File: src/rtl/ram_wb_adapter_pkg.sv
// ram_wb_adapter_pkg: FSM states, Wishbone CTI/BTE codes and byte-lane merge for ram_wb_adapter
// Build option RAM_WB_BURST_EN adds the BURST state.
package ram_wb_adapter_pkg;
   localparam int dat_width = 32;
`ifdef RAM_WB_BURST_EN
   typedef enum logic [2:0] {IDLE, RD, RMW, ACK, BURST} state_t;
`else
   typedef enum logic [2:0] {IDLE, RD, RMW, ACK} state_t;
`endif
   localparam logic [2:0] cti_classic = 3'b000;
   localparam logic [2:0] cti_incr    = 3'b010;
   localparam logic [2:0] cti_end     = 3'b111;
   localparam logic [1:0] bte_linear  = 2'b00;
   localparam logic [1:0] bte_wrap4   = 2'b01;
   localparam logic [1:0] bte_wrap8   = 2'b10;
   localparam logic [1:0] bte_wrap16  = 2'b11;
   function automatic logic [dat_width-1:0] merge_bytes(input logic [dat_width-1:0] old_dat,
                                                        input logic [dat_width-1:0] new_dat,
                                                        input logic [3:0]           sel);
      logic [dat_width-1:0] r;
      for (int i = 0; i < 4; i++) r[8*i +: 8] = sel[i] ? new_dat[8*i +: 8] : old_dat[8*i +: 8];
      return r;
   endfunction
endpackage

File: src/rtl/ram_wb_adapter_if.sv
// ram_wb_adapter_if: Wishbone responder bus plus raw SRAM port of ram_wb_adapter
// slave: adapter side (drives wb_dat_o/ack/err and ram_adr_o/ram_dat_o/ram_we_o)
// master: interconnect/RAM side (drives wb request signals and ram_dat_i)
interface ram_wb_adapter_if import ram_wb_adapter_pkg::*; #(parameter int adr_width = 20);
   logic [31:0]          wb_adr_i;
   logic [dat_width-1:0] wb_dat_i;
   logic [3:0]           wb_sel_i;
   logic                 wb_we_i;
   logic                 wb_cyc_i;
   logic                 wb_stb_i;
   logic [2:0]           wb_cti_i;
   logic [1:0]           wb_bte_i;
   logic [dat_width-1:0] wb_dat_o;
   logic                 wb_ack_o;
   logic                 wb_err_o;
   logic [adr_width-1:0] ram_adr_o;
   logic [dat_width-1:0] ram_dat_o;
   logic                 ram_we_o;
   logic [dat_width-1:0] ram_dat_i;
   modport slave (input wb_adr_i, wb_dat_i, wb_sel_i, wb_we_i, wb_cyc_i, wb_stb_i, wb_cti_i, wb_bte_i, ram_dat_i,
                  output wb_dat_o, wb_ack_o, wb_err_o, ram_adr_o, ram_dat_o, ram_we_o);
   modport master (output wb_adr_i, wb_dat_i, wb_sel_i, wb_we_i, wb_cyc_i, wb_stb_i, wb_cti_i, wb_bte_i, ram_dat_i,
                   input wb_dat_o, wb_ack_o, wb_err_o, ram_adr_o, ram_dat_o, ram_we_o);
endinterface

File: src/rtl/ram_wb_burst_addr.sv
// ram_wb_burst_addr: next word address of a Wishbone incrementing burst (linear or 4/8/16 wrap)
// adr: current word address; bte: burst type; next_adr: following word address
module ram_wb_burst_addr import ram_wb_adapter_pkg::*; #(parameter int adr_width = 20) (
   input  logic [adr_width-1:0] adr,
   input  logic [1:0]           bte,
   output logic [adr_width-1:0] next_adr
);
   logic [adr_width-1:0] mask;
   // bits under the mask count, bits above it stay fixed, giving the wrap window
   assign mask = bte == bte_wrap4  ? adr_width'(3)  :
                 bte == bte_wrap8  ? adr_width'(7)  :
                 bte == bte_wrap16 ? adr_width'(15) : '1;
   assign next_adr = (adr & ~mask) | ((adr + 1'b1) & mask);
endmodule

File: src/rtl/ram_wb_adapter.sv
// ram_wb_adapter: Wishbone B3 responder driving a single-port synchronous SRAM, RMW for partial writes
// wb_clk_i/wb_rst_i: clock, synchronous active-high reset
// bus (slave): Wishbone request/termination signals and the raw RAM port (adr/dat/we out, 1-cycle read data in)
// Build option RAM_WB_BURST_EN: incrementing read bursts via the BURST state and ram_wb_burst_addr.
module ram_wb_adapter import ram_wb_adapter_pkg::*; #(
   parameter int adr_width = 20,
   parameter int mem_size  = 262144
) (
   input  logic             wb_clk_i,
   input  logic             wb_rst_i,
   ram_wb_adapter_if.slave  bus
);
   state_t               state, state_n;
   logic [dat_width-1:0] dat_q, dat_n;
   logic                 ack_q, ack_n, err_q, err_n, we;
   logic [adr_width-1:0] idx;
   logic                 req, oor;
   logic                 unused_ok;
   assign idx = bus.wb_adr_i[adr_width+1:2];
   assign req = bus.wb_cyc_i & bus.wb_stb_i;
   assign oor = 32'(idx) >= 32'(mem_size);
   assign bus.wb_dat_o = dat_q;
   assign bus.wb_ack_o = ack_q;
   assign bus.wb_err_o = err_q;
   // reset must also kill a write already decoded this cycle (e.g. the RMW write)
   assign bus.ram_we_o = we & ~wb_rst_i;
`ifdef RAM_WB_BURST_EN
   logic [adr_width-1:0] burst_adr, burst_next;
   ram_wb_burst_addr #(.adr_width(adr_width)) u_burst_addr (
      .adr      (bus.ram_adr_o),
      .bte      (bus.wb_bte_i),
      .next_adr (burst_next)
   );
   // always one word ahead of the address being presented
   always_ff @(posedge wb_clk_i) burst_adr <= burst_next;
   assign unused_ok = ^{bus.wb_adr_i[31:adr_width+2], bus.wb_adr_i[1:0]};
`else
   assign unused_ok = ^{bus.wb_adr_i[31:adr_width+2], bus.wb_adr_i[1:0], bus.wb_cti_i, bus.wb_bte_i};
`endif
   always_ff @(posedge wb_clk_i) begin
      if (wb_rst_i) begin
         state <= IDLE;
         dat_q <= '0;
         ack_q <= 1'b0;
         err_q <= 1'b0;
      end else begin
         state <= state_n;
         dat_q <= dat_n;
         ack_q <= ack_n;
         err_q <= err_n;
      end
   end
   always_comb begin
      state_n       = state;
      dat_n         = dat_q;
      ack_n         = 1'b0;
      err_n         = 1'b0;
      we            = 1'b0;
      bus.ram_adr_o = idx;
      bus.ram_dat_o = bus.wb_dat_i;
      case (state)
         IDLE:
            if (req) begin
               if (oor) begin
                  err_n   = 1'b1;
                  state_n = ACK;
               end else if (!bus.wb_we_i) begin
`ifdef RAM_WB_BURST_EN
                  state_n = bus.wb_cti_i == cti_incr ? BURST : RD;
`else
                  state_n = RD;
`endif
               end else if (bus.wb_sel_i == 4'hF || bus.wb_sel_i == 4'h0) begin
                  we      = bus.wb_sel_i == 4'hF;
                  ack_n   = 1'b1;
                  state_n = ACK;
               end else begin
                  state_n = RMW;
               end
            end
         RD:
            if (!bus.wb_cyc_i) state_n = IDLE;
            else begin
               dat_n   = bus.ram_dat_i;
               ack_n   = 1'b1;
               state_n = ACK;
            end
         RMW:
            if (!bus.wb_cyc_i) state_n = IDLE;
            else begin
               we            = 1'b1;
               bus.ram_dat_o = merge_bytes(bus.ram_dat_i, bus.wb_dat_i, bus.wb_sel_i);
               ack_n         = 1'b1;
               state_n       = ACK;
            end
         ACK: state_n = IDLE;
`ifdef RAM_WB_BURST_EN
         // each cycle registers the word presented last cycle; the beat acked with cti END is the last
         BURST: begin
            bus.ram_adr_o = burst_adr;
            if (!bus.wb_cyc_i || (ack_q && bus.wb_cti_i == cti_end)) state_n = IDLE;
            else begin
               dat_n = bus.ram_dat_i;
               ack_n = 1'b1;
            end
         end
`endif
         default: state_n = IDLE;
      endcase
   end
endmodule

File: src/flat_wrapper.sv
// flat-port wrapper written by rule: the top's interface ports become plain ports
module ram_wb_adapter_flat import ram_wb_adapter_pkg::*;
#(
   parameter int adr_width = 20,
   parameter int mem_size  = 262144
)
  (wb_clk_i, wb_rst_i, bus_wb_adr_i, bus_wb_dat_i, bus_wb_sel_i, bus_wb_we_i, bus_wb_cyc_i, bus_wb_stb_i, bus_wb_cti_i, bus_wb_bte_i, bus_ram_dat_i, bus_wb_dat_o, bus_wb_ack_o, bus_wb_err_o, bus_ram_adr_o, bus_ram_dat_o, bus_ram_we_o);
  ram_wb_adapter_if #(.adr_width(adr_width)) bus_i ();
  input  logic wb_clk_i;
  input  logic wb_rst_i;
  input wire logic [$bits(bus_i.wb_adr_i)-1:0] bus_wb_adr_i;
  input wire logic [$bits(bus_i.wb_dat_i)-1:0] bus_wb_dat_i;
  input wire logic [$bits(bus_i.wb_sel_i)-1:0] bus_wb_sel_i;
  input wire logic [$bits(bus_i.wb_we_i)-1:0] bus_wb_we_i;
  input wire logic [$bits(bus_i.wb_cyc_i)-1:0] bus_wb_cyc_i;
  input wire logic [$bits(bus_i.wb_stb_i)-1:0] bus_wb_stb_i;
  input wire logic [$bits(bus_i.wb_cti_i)-1:0] bus_wb_cti_i;
  input wire logic [$bits(bus_i.wb_bte_i)-1:0] bus_wb_bte_i;
  input wire logic [$bits(bus_i.ram_dat_i)-1:0] bus_ram_dat_i;
  output wire logic [$bits(bus_i.wb_dat_o)-1:0] bus_wb_dat_o;
  output wire logic [$bits(bus_i.wb_ack_o)-1:0] bus_wb_ack_o;
  output wire logic [$bits(bus_i.wb_err_o)-1:0] bus_wb_err_o;
  output wire logic [$bits(bus_i.ram_adr_o)-1:0] bus_ram_adr_o;
  output wire logic [$bits(bus_i.ram_dat_o)-1:0] bus_ram_dat_o;
  output wire logic [$bits(bus_i.ram_we_o)-1:0] bus_ram_we_o;
  assign bus_i.wb_adr_i = bus_wb_adr_i;
  assign bus_i.wb_dat_i = bus_wb_dat_i;
  assign bus_i.wb_sel_i = bus_wb_sel_i;
  assign bus_i.wb_we_i = bus_wb_we_i;
  assign bus_i.wb_cyc_i = bus_wb_cyc_i;
  assign bus_i.wb_stb_i = bus_wb_stb_i;
  assign bus_i.wb_cti_i = bus_wb_cti_i;
  assign bus_i.wb_bte_i = bus_wb_bte_i;
  assign bus_i.ram_dat_i = bus_ram_dat_i;
  assign bus_wb_dat_o = bus_i.wb_dat_o;
  assign bus_wb_ack_o = bus_i.wb_ack_o;
  assign bus_wb_err_o = bus_i.wb_err_o;
  assign bus_ram_adr_o = bus_i.ram_adr_o;
  assign bus_ram_dat_o = bus_i.ram_dat_o;
  assign bus_ram_we_o = bus_i.ram_we_o;
  ram_wb_adapter #(.adr_width(adr_width), .mem_size(mem_size)) u_core (.wb_clk_i(wb_clk_i), .wb_rst_i(wb_rst_i), .bus(bus_i));
endmodule
File: config.mk
export PLATFORM = sky130hd
export DESIGN_NAME = ram_wb_adapter_flat
export DESIGN_NICKNAME = d
export VERILOG_FILES = /design/src/rtl/ram_wb_adapter_pkg.sv /design/src/rtl/ram_wb_adapter_if.sv /design/src/rtl/ram_wb_burst_addr.sv /design/src/rtl/ram_wb_adapter.sv /design/src/flat_wrapper.sv
export SDC_FILE = /design/constraint.sdc
export NUM_CORES = 1
export LEC_CHECK = 0
export CAP_MARGIN = 20
export CORE_AREA = 2 2 77 79
export CTS_CLUSTER_SIZE = 24
export DETAILED_ROUTE_END_ITERATION = 8
export DIE_AREA = 0 0 79 81
export DONT_BUFFER_PORTS = 1
export HOLD_SLACK_MARGIN = 0.15
export PLACE_DENSITY = 0.62
export SLEW_MARGIN = 20
export SYNTH_ARGS = -nofsm -noshare
export SYNTH_HDL_FRONTEND = slang
export SYNTH_SLANG_ARGS = --single-unit
File: constraint.sdc
create_clock -name wb_clk_i -period 1.95 [get_ports wb_clk_i]
set_input_delay 0.0975 -clock wb_clk_i [delete_from_list [all_inputs] [get_ports wb_clk_i]]
set_output_delay 0.0975 -clock wb_clk_i [all_outputs]
set_load 0.02 [all_outputs]
==> results.toml <==
[timing]
relSlewSlack = 0.701
holdWs_ns = 0.178
fin_skew_ns = 0.00617
fmax_ghz = 0.536
timing.final.crit_share = 0.956
setup_violations = 0
finalCriticalPeriod_ns = 1.86
final-hold-violation-count = 0
fin_tns_setup_ns = 0
tightest_slew_ns = 0.444
rsz0062_at_grt = "true"
maxSlewViolCount = 0

[logic_synthesis]
syn_nets = 351
synthFlopType = "dfxtp_1"
yosysMostFrequentCell = "nand2_1"
synth_top_area_cell = "dfxtp_1"
synthTopCellsByArea = "dfxtp_1, mux2_4, nand2_1, a21oi_1, buf_4"
yosys-top-cells-count = "nand2_1, dfxtp_1, a21oi_1"
synth_cells = 237
synthesis.area_um2 = 2100
yosysSeqAreaShare = 0.343
synth.distinct_cells = 31
synth_top_area_frac = 0.343
synth_edf_count = 0
synth_warnings = 0
syn_area_per_cell_um2 = 8.86
ys_seq_elements = 36
async_flop_share = 0

[routing]
ant_nets = 0
dr.first_iter.drc_count = 35
via_count = 1848
wirelength_um = 5800
dr.pass1.iters = 4
via_per_inst = 5.10
routedWlPerCell_um = 16.0
drc_errors = 0

[critical_path]
cpPeakStageDelay_ns = 0.42
crit_family = "simple AND/OR/NAND/NOR gates"
crit_required_ns = 1.85
cp.arrival_ns = 1.77
critPathSlowestCell = "or2_2"
endpoint_kind = "output port"
cp_num_buf_inv = 1
worstPathCellList = "inv_1, ha_1, nand2_2, or2_2, mux2_4"
startpoint_type = "flop"
cp_max_fo = 8
criticalPathCategory = "flop to output port"

[power]
p_leak_nw = 1.23
power_density_nw_per_um2 = 641
comb_power_share = 0.237
p_sw_frac = 0.296
max-vdd-ir-drop_v = 0.000335
p_total_w = 0.00182
p_seq_frac = 0.455
pwr-share-clk = 0.308
netSwitchingPower_w = 0.000538
power.internal_w = 0.00128

[clock_tree]
cts_root_buf = "clkbuf_8"
cts_setup_buffers = 0
clockBufferDepth = 2
cts_buffers = 5
cts_tree = "yes"
clk_latency_ns = 0.29
cts_sinks = 36
clkSlewWorstSetupHoldPaths_ns = 0.07
htree_levels = 2

[die]
die_w_um = 79
die-height_um = 81
ios = 197
core_region_area_um2 = 5680
die_area_um2 = 6400
initial_core_util = 0.370
rows = 28

[global_route]
grt_antenna_before_repair = 0
grt_pass1_wl_um = 8580
grtUsageTotal = 0.173
grt_pass1_vias = 1840
grt-ovfl-total = 0
grt_max_degree = 37

[place]
port_buffers = 0
dpl.cell_count = 281
dp_hpwl_um = 3570
routabilityCongestion = 0.712

[outcome]
status = "finished clean"

[layout]
n_antenna_cell = 0
syn_to_final_growth_pct = 34.9
final_nets = 400
drive_above_1_share = 0.178
multi_input_area_um2 = 1140
fillers = 544
seq_area_um2 = 721
final_util = 0.499
final_cells = 362

[run]
maxCapViolations = 0

[min_path]
hold_class = "input port to flop"
layout by cell type, fill, tap and decap left out, drive strengths merged, types with 2 or more instances in the layout:
cell type     n
a21oi        33
nand3         3
nor2          2
or2           4
inv           2
dlygate4sd3  72
ha            4
nand2        69
dfxtp        36
nand4         2
clkbuf        7
mux2         33
buf           5
state kept, by name, indices dropped and copies added (netlist names):
register,count
u_core.bus.wb_ack_o,1
u_core.bus.wb_dat_o,32
u_core.bus.wb_err_o,1
u_core.state,2
power groups by stage:
stage	Combinational (W)	Sequential [W]	Clock (W)
2_1_floorplan	0.000341	0.000838	0
3_3_place_gp	0.000299	0.000844	0
3_5_place_dp	0.000303	0.000845	0
4_1_cts	0.000422	0.000827	0.000579
5_1_grt	0.000464	0.000831	0.000625
6_report	0.000430	0.000827	0.000559
metal layers:
layer  vias up  track usage  routed length, µm
met5         -            0                  0
met2       105        0.315               2920
li1        871            -                  -
met1       846        0.184               2170
met3        26       0.0611                559
met4         0       0.0655                156
stage by stage:
stage / instance area [µm²] / setup WS (ns)
final: 2830 / 0.0854
after detailed placement: 1980 / 0.273
after global placement: 1980 / 0.276
after floorplan: 2100 / 0.375
after global routing: 2830 / -0.0201
after CTS: 2820 / 0.0749
worst reg2reg max path, cell delays in order (launching register included):
cell	delay, ns
dfxtp_1	0.33
inv_1	0.10
ha_2	0.25
and3_1	0.20
o2111ai_1	0.11
dlygate4sd3_1	0.58
a21boi_0	0.19
worst paths after layout:
path	startpoint	endpoint	slack (ns)	cells past startpoint
worst max-delay path	u_core.state[0]	bus_ram_dat_o[1]	0.09	5
worst min register to register	u_core.state[1]	u_core.state[1]	0.53	2
worst min-delay path	bus_wb_sel_i[2]	u_core.state[0]	0.18	3
worst max register to register	u_core.state[0]	u_core.bus.wb_ack_o	0.11	6
repair_timing:
item	4_1_cts	5_1_grt
endpoints found under the setup margin	27	29
cloned	0	0
endpoints found under the hold margin	36	0
gates resized for setup	4	4
hold buffers	73	0
cells by family after synthesis:
logic type,after synthesis,share of synthesized area
flops,36,0.343
mux,33,0.234
compound gates,37,0.0936
buf+inv,37,0.119
simple gates,90,0.187
fa+ha+maj,4,0.0238
layout make-up:
cell class / count / area share
inverter: 2 / 0.00265
clock buffer: 7 / 0.0305
sequential: 36 / 0.255
tap: 75 / 0.0331
clock inverter: 1 / 0.00265
multi-input combinational: 164 / 0.402
timing repair buffer: 77 / 0.275
(Power assumes the default switching activity.)
